[src/rtl/datapath_sequencer.sv]
// datapath_sequencer
// Multi-cycle control FSM for the MkII datapath. It accepts one encoded
// instruction at a time and expands it into a fixed sequence of
// single-driver bus cycles. Every datapath strobe is a registered (Moore)
// output, derived from the FSM state and the latched instruction.
//
// Handshake: an instruction transfers on a rising clk edge where
// instr_valid && instr_ready. instr_ready is high exactly when the FSM is
// IDLE. instr is sampled only on that edge. instr_valid seen while
// instr_ready is low is ignored.
//
// Instruction fields:
//   op = [31:27], rd = [26:22], rs1 = [21:17], use_imm = [16], rs2 = [15:11]
//   imm field = [IMM_W-1:0]; it overlaps rs2 and is sign-extended to 32 bits.
// Op classes:
//   0 = NOP, 1..13 = ALU (op is the ALU function),
//   14 = LI, 15..31 = illegal.
//
// Optional feature: define SEQ_RETIRE_COUNT_EN to add the 32-bit
// retired_count output. It counts done pulses and wraps.
//
// state_dbg shows the current FSM state encoding.
module datapath_sequencer #(
    parameter int IMM_W = 16
) (
    input  logic        clk,
    input  logic        reset,
    input  logic [31:0] instr,
    input  logic        instr_valid,
    output logic        instr_ready,
    output logic        busy,
    output logic        done,
    output logic        illegal,
    output logic [4:0]  alu_function_sel,
    output logic        alu_store_1,
    output logic        alu_store_2,
    output logic        alu_broadcast,
    output logic [4:0]  register_index,
    output logic        register_read_enable,
    output logic        register_write_enable,
    output logic [31:0] imm,
    output logic        imm_EN,
    output logic [2:0]  state_dbg
`ifdef SEQ_RETIRE_COUNT_EN
    ,
    output logic [31:0] retired_count
`endif
);

    typedef enum logic [2:0] {
        IDLE   = 3'd0,
        LOAD_A = 3'd1,
        LOAD_B = 3'd2,
        WRITE  = 3'd3,
        LOAD_I = 3'd4
    } state_t;

    localparam logic [4:0] OP_NOP     = 5'd0;
    localparam logic [4:0] OP_ALU_MAX = 5'd13;
    localparam logic [4:0] OP_LI      = 5'd14;

    state_t      state;
    logic [31:0] instr_q;

    // Fields of the incoming instruction, used only on the accept edge.
    logic [4:0]  in_op;
    logic [4:0]  in_rd;
    logic [4:0]  in_rs1;
    logic [31:0] in_imm_sext;

    // Fields of the latched instruction, used in the later states.
    logic [4:0]  q_op;
    logic [4:0]  q_rd;
    logic [4:0]  q_rs2;
    logic        q_use_imm;
    logic [31:0] q_imm_sext;

    // Decode the incoming and latched instruction words.
    always_comb begin
        in_op       = instr[31:27];
        in_rd       = instr[26:22];
        in_rs1      = instr[21:17];
        in_imm_sext = {{(32-IMM_W){instr[IMM_W-1]}}, instr[IMM_W-1:0]};
        q_op        = instr_q[31:27];
        q_rd        = instr_q[26:22];
        q_use_imm   = instr_q[16];
        q_rs2       = instr_q[15:11];
        q_imm_sext  = {{(32-IMM_W){instr_q[IMM_W-1]}}, instr_q[IMM_W-1:0]};
    end

    assign state_dbg = state;

    // Sequence the FSM. Each branch registers the strobes for the state it enters.
    always_ff @(posedge clk or posedge reset) begin
        if (reset) begin
            state                 <= IDLE;
            instr_q               <= 32'd0;
            instr_ready           <= 1'b1;
            busy                  <= 1'b0;
            done                  <= 1'b0;
            illegal               <= 1'b0;
            alu_function_sel      <= 5'd0;
            alu_store_1           <= 1'b0;
            alu_store_2           <= 1'b0;
            alu_broadcast         <= 1'b0;
            register_index        <= 5'd0;
            register_read_enable  <= 1'b0;
            register_write_enable <= 1'b0;
            imm                   <= 32'd0;
            imm_EN                <= 1'b0;
        end else begin
            // Pulses and strobes last one cycle unless the next state sets them.
            done                  <= 1'b0;
            illegal               <= 1'b0;
            alu_function_sel      <= 5'd0;
            alu_store_1           <= 1'b0;
            alu_store_2           <= 1'b0;
            alu_broadcast         <= 1'b0;
            register_index        <= 5'd0;
            register_read_enable  <= 1'b0;
            register_write_enable <= 1'b0;
            imm                   <= 32'd0;
            imm_EN                <= 1'b0;

            case (state)
                IDLE: begin
                    if (instr_valid) begin
                        instr_q <= instr;
                        if (in_op == OP_NOP) begin
                            // NOP retires at once and leaves the FSM in IDLE.
                            done <= 1'b1;
                        end else if (in_op <= OP_ALU_MAX) begin
                            // Enter LOAD_A: read rs1 into ALU operand 1.
                            state                <= LOAD_A;
                            instr_ready          <= 1'b0;
                            busy                 <= 1'b1;
                            register_index       <= in_rs1;
                            register_read_enable <= 1'b1;
                            alu_store_1          <= 1'b1;
                        end else if (in_op == OP_LI) begin
                            // Enter LOAD_I: the immediate drives the bus into rd.
                            state                 <= LOAD_I;
                            instr_ready           <= 1'b0;
                            busy                  <= 1'b1;
                            imm                   <= in_imm_sext;
                            imm_EN                <= 1'b1;
                            register_index        <= in_rd;
                            register_write_enable <= 1'b1;
                            done                  <= 1'b1;
                        end else begin
                            // Illegal op: report it and assert no datapath strobe.
                            illegal <= 1'b1;
                        end
                    end
                end

                LOAD_A: begin
                    // Enter LOAD_B: operand 2 comes from rs2 or the immediate.
                    state       <= LOAD_B;
                    alu_store_2 <= 1'b1;
                    if (q_use_imm) begin
                        imm    <= q_imm_sext;
                        imm_EN <= 1'b1;
                    end else begin
                        register_index       <= q_rs2;
                        register_read_enable <= 1'b1;
                    end
                end

                LOAD_B: begin
                    // Enter WRITE: the ALU drives the bus and rd captures it.
                    // rd = 0 is still written; the datapath discards it.
                    state                 <= WRITE;
                    alu_function_sel      <= q_op;
                    alu_broadcast         <= 1'b1;
                    register_index        <= q_rd;
                    register_write_enable <= 1'b1;
                    done                  <= 1'b1;
                end

                WRITE, LOAD_I: begin
                    state       <= IDLE;
                    instr_ready <= 1'b1;
                    busy        <= 1'b0;
                end

                default: begin
                    state       <= IDLE;
                    instr_ready <= 1'b1;
                    busy        <= 1'b0;
                end
            endcase
        end
    end

`ifdef SEQ_RETIRE_COUNT_EN
    // Count retired instructions, including NOPs. Illegal ops are not counted,
    // and the count wraps naturally at 32 bits.
    always_ff @(posedge clk or posedge reset) begin
        if (reset) begin
            retired_count <= 32'd0;
        end else if (done) begin
            retired_count <= retired_count + 32'd1;
        end
    end
`endif

endmodule

[config.mk]
export PLATFORM = sky130hd
export DESIGN_NAME = datapath_sequencer
export DESIGN_NICKNAME = d
export VERILOG_FILES = /design/src/rtl/datapath_sequencer.sv
export SDC_FILE = /design/constraint.sdc
export NUM_CORES = 1
export LEC_CHECK = 0
export CAP_MARGIN = 20
export CORE_ASPECT_RATIO = 0.6
export CORE_MARGIN = 2
export CORE_UTILIZATION = 45
export DETAILED_ROUTE_END_ITERATION = 8
export GPL_TIMING_DRIVEN = 0
export PLACE_DENSITY = 0.77
export RECOVER_POWER = 50
export SLEW_MARGIN = 10
export SYNTH_ARGS = -nofsm -noshare
export SYNTH_HDL_FRONTEND = slang
export SYNTH_SLANG_ARGS = --single-unit
export TNS_END_PERCENT = 10
[constraint.sdc]
create_clock -name clk -period 2.4 [get_ports clk]
set_input_delay 0.24 -clock clk [delete_from_list [all_inputs] [get_ports clk]]
set_output_delay 0.24 -clock clk [all_outputs]
set_load 0.01 [all_outputs]
Word level (Yosys, flattened, before mapping)

Cells that the tools add are included.

Register bits after elaboration: 87
Input port bits: 35
Logic and storage cells: 80

Order comparisons: 1
Eq/ne operators: 6
Multiplexer cells: 51
Bitwise gates (word level): 1
Reduce and logical (&&, ||, !) cells: 6

Operator list:

| cell                                                | number |
|---|---|
| two-way mux 32 bit                                  | 5 |
| case mux 32 bit (2 select lines)                    | 1 |
| two-way mux 5 bit                                   | 6 |
| two-way mux 1 bit                                   | 27 |
| case mux 5 bit (3 select lines)                     | 1 |
| two-way mux 3 bit                                   | 4 |
| case mux 1 bit (2 select lines)                     | 6 |
| case mux 3 bit (3 select lines)                     | 1 |
| == test 5 x 4 -> 1 bit, second input constant       | 1 |
| <= comparator 5 x 4 -> 1 bit, second input constant | 1 |
| logical NOT 5 bit                                   | 1 |
| != test 2 bit, second input constant                | 2 |
| AND reduction 4 bit                                 | 1 |
| == test 3 x 1 -> 1 bit, second input constant       | 1 |
| == test 3 x 2 -> 1 bit, second input constant       | 1 |
| logical NOT 3 bit                                   | 1 |
| != test 3 bit, second input constant                | 1 |
| AND reduction 3 bit                                 | 1 |
| AND reduction 2 bit                                 | 1 |
| OR reduction 2 bit                                  | 1 |
| NOT 1 bit                                           | 1 |

Longest topological paths before layout

Word-level depth: 6
Depth in mapped cells: 6

Worst setup path after synthesis

Ideal clock, no wire load.

Path kind: register to register
Start point: register state[2] (netlist: state_dbg[2])
End point: register instr_q[3]
Library setup time: 118 ps
Arrival time: 1,450 ps
Path slack: 832 ps
Stages on the path, launching flop included: 7
Buffers on the path: 3
Path through: dfrtp_1 -> buf_2 -> or4b_1 -> buf_4 -> buf_6 -> nand2_1 -> nand2_1

Word-level cells in the longest chain between the ends: 2

Ends and longest elaborated chain:

| element                       | line | source |
|---|---|---|
| start: declaration            | 62   | `state_t state;` |
| start signal: assignment      | 96   | `state <= IDLE;` |
| start signal: assignment      | 134  | `state <= LOAD_A;` |
| start signal: assignment      | 142  | `state <= LOAD_I;` |
| logical NOT 3 bit             | 125  | `case (state)` |
| AND reduction 2 bit (no line) | -    |  |
| end signal: assignment        | 128  | `instr_q <= instr;` |
| end: declaration              | 63   | `logic [31:0] instr_q;` |

No other way between the ends.
A chain may end at the register's enable or synchronous reset.

Worst setup path in the final report

Start point: register imm[30]
End point: output imm[30]

RTL lines:

| element                  | line | source |
|---|---|---|
| start: declaration       | 41   | `output logic [31:0] imm,` |
| start signal: assignment | 145  | `imm <= in_imm_sext;` |
| start signal: assignment | 162  | `imm <= q_imm_sext;` |

No word-level cell between the ends.

==> reports/metrics.yaml <==
worst_setup_path:
  crit_slowest_cell: "dfrtp_1"
  path_delay_family: "buffers and inverters"
  setup.worst_path.end_class: "output pin"
  slowest_delay_ps: 670
  path_buf_inv: 2
  path_cells: "buf_4 > clkdlybuf4s50_1"
  timing.rr.start: "state_dbg[1]"
  cp-startpoint: "imm[30]"
  critPathLaunchType: "register"
  arrival_ps: 1760
  crit_type: "register to output pin"
  crit_required_ps: 2160
  critical_path.max_fanout: 17
sta:
  relSlewSlack: 0.127
  worstMarginPinSlew_ps: 1310
  fmaxAchievable_mhz: 501
  rsz0062_at_grt: "no"
  timing_hold_violations_final: 0
  period_minus_slack_ps: 2000
  finalWorstSetupSlack_ps: 403
  drv_slew: 0
  fin_hold_ws_ps: 446
  setup_viol_count_final: 0
  fin_crit_sh: 0.832
  finalClockSkew_ps: 7.11
die:
  dieArea_sq_um: 6630
  coreArea_sq_um: 5680
  fp.dieH_um: 63.9
  die_w_um: 104
  io_pins: 90
  num_rows: 21
  initial_core_util: 0.474
global_route:
  grt_pass1_wl_um: 10500
  grt_pass1_vias: 2026
  groute.usage.overall: 0.209
  antenna_found_initial: 0
  grt_max_degree: 67
  overflow: 0
cts:
  cts.sinks: 66
  cts_made_buffers: 9
  clkLatencyLatePin_ps: 340
  cts_tree: "built"
  ctsHoldBuffers: 0
  htree_levels: 3
  root_buffer: "clkbuf_8"
  clk_pin_slew_ps: 70
  cts_resized: 0
  cts_buffer_depth: 2
  post-cts-setup-buffers: 0
detailed_routing:
  avgRoutedWirePerCell_um: 14.8
  first_iter_violations: 141
  drc: 0
  via_per_inst: 4.90
  firstDrtPassIters: 4
  vias: 2123
  met2_length_um: 2710
  wl_um: 6400
  top_layer_used: "met4"
  antenna_left: 0
  wl_met1_um: 3040
  met3_length_um: 591
place:
  hpwlAfterDp_um: 4580
  pre_cts_ws_ps: 408
  gp_congestion: 0.851
  dpl_cell_area_sq_um: 3680
  port_buffers: 89
finish:
  drive_gt1_frac: 0.130
  final_cell_area_sq_um: 3840
  n_antenna_cell: 0
  layout_commonest_cell: "nand2_1"
  mostFrequentLayoutCells: "82 x nand2_1, 65 x dfrtp_1, 65 x clkdlybuf4s50_1"
  syn2layout_area_growth_pct: 42.9
  nets: 385
pwr:
  p_leak_nw: 1.89
  peakVddDrop_mv: 0.440
  power_density_nw_per_um2: 1020
flow_run:
  drv_cap: 0
yosys:
  ys_types: 32
  ys_ff_latch: 66
  yosys_warnings: 0
  synth-seq-area-share: 0.614
  syn_area_sq_um: 2690
  synth_nets: 285
  synth.avg_cell_area_sq_um: 10.8
  syn_inst: 250
hold_path:
  hp-start: "instr[3]"
  min_path_type: "input port to register"
outcome:
  outcome: "finished clean"
metal layers:
metal	track usage	vias to the layer above
met5	0	-
met4	0.0405	0
met3	0.0990	9
met2	0.284	92
met1	0.306	1008
li1	-	1014
area by class of cell:
class,count,area [sq um]
clock inverters,3,42.5
clock buffers,11,131
well taps,80,100
inverters,5,18.8
fillers,459,1830
repair buffers,89,891
flip-flops and latches,66,1650
plain buffers,29,198
multi-input cells,150,810
flip-flops by register name, indices dropped and copies added, names as in the netlist, 3 cells and up:
register / cells
alu_function_sel: 5
imm: 16
instr_q: 27
register_index: 5
state_dbg: 3
worst register-to-register path, cell delays in order (launching register included):
cell and delay (ps):
dfrtp_1 510, nor3b_1 610, buf_2 320, a22oi_1 120, o21ai_0 150
cells by family after synthesis:
logic type	after synthesis	synth area share
buffers and inverters	34	0.0809
multiplexers	3	0.0112
flip-flops	66	0.614
AND/OR/NAND/NOR	115	0.200
AO/OA/AOI/OAI	32	0.0930
through the flow:
step	cells	power (W)	setup TNS [ps]	utilization
after floorplan	250	0.00246	0	-
after global placement	419	0.00309	-35680	0.649
after detailed placement	419	0.00314	0	0.649
after CTS	433	0.00399	0	0.680
after global routing	433	0.00416	0	0.677
final	433	0.00390	0	0.677
report_power, final:
part | leakage [nW] | switching (W) | internal [W]
clock | 0.0853 | 0.000379 | 0.000466
sequential | 0.857 | 0.000216 | 0.00150
combinational | 0.944 | 0.000650 | 0.000691
final timing paths:
path / endpoint / cells after the start / slack, ps
setup reg to reg: register_index[3] / 4 / 590
max in group asynchronous: state_dbg[2] / 2 / 870
hold / removal: instr_q[3] / 3 / 450
setup / recovery: imm[30] / 2 / 400
hold reg to reg: instr_q[29] / 2 / 470
min in group asynchronous: alu_function_sel[0] / 2 / 720
cells in the mapped netlist (all sizes together):
master	instances	area (sq um)
a22oi	5	37.5
and3	2	12.5
a21oi	2	13.8
dfrtp	65	1630
nor2b	4	25.0
or4	1	7.51
nand2b	3	18.8
dfstp	1	26.3
mux2i	3	30.0
nand4	3	18.8
o2bb2ai	9	78.8
inv	5	18.8
and2	6	37.5
a22o	7	61.3
o211ai	1	7.51
or2	3	18.8
nor4b	2	30.0
nor3b	2	25.0
nand3	2	10.0
nand2	82	308
or4b	1	10.0
o21ai	4	20.0
a31oi	1	6.26
nor2	2	7.51
buf	27	191
clkbuf	2	7.51
a21o	1	7.51
nor3	2	10.0
o221ai	2	17.5
Note: power is estimated with default switching activity, not from simulation.
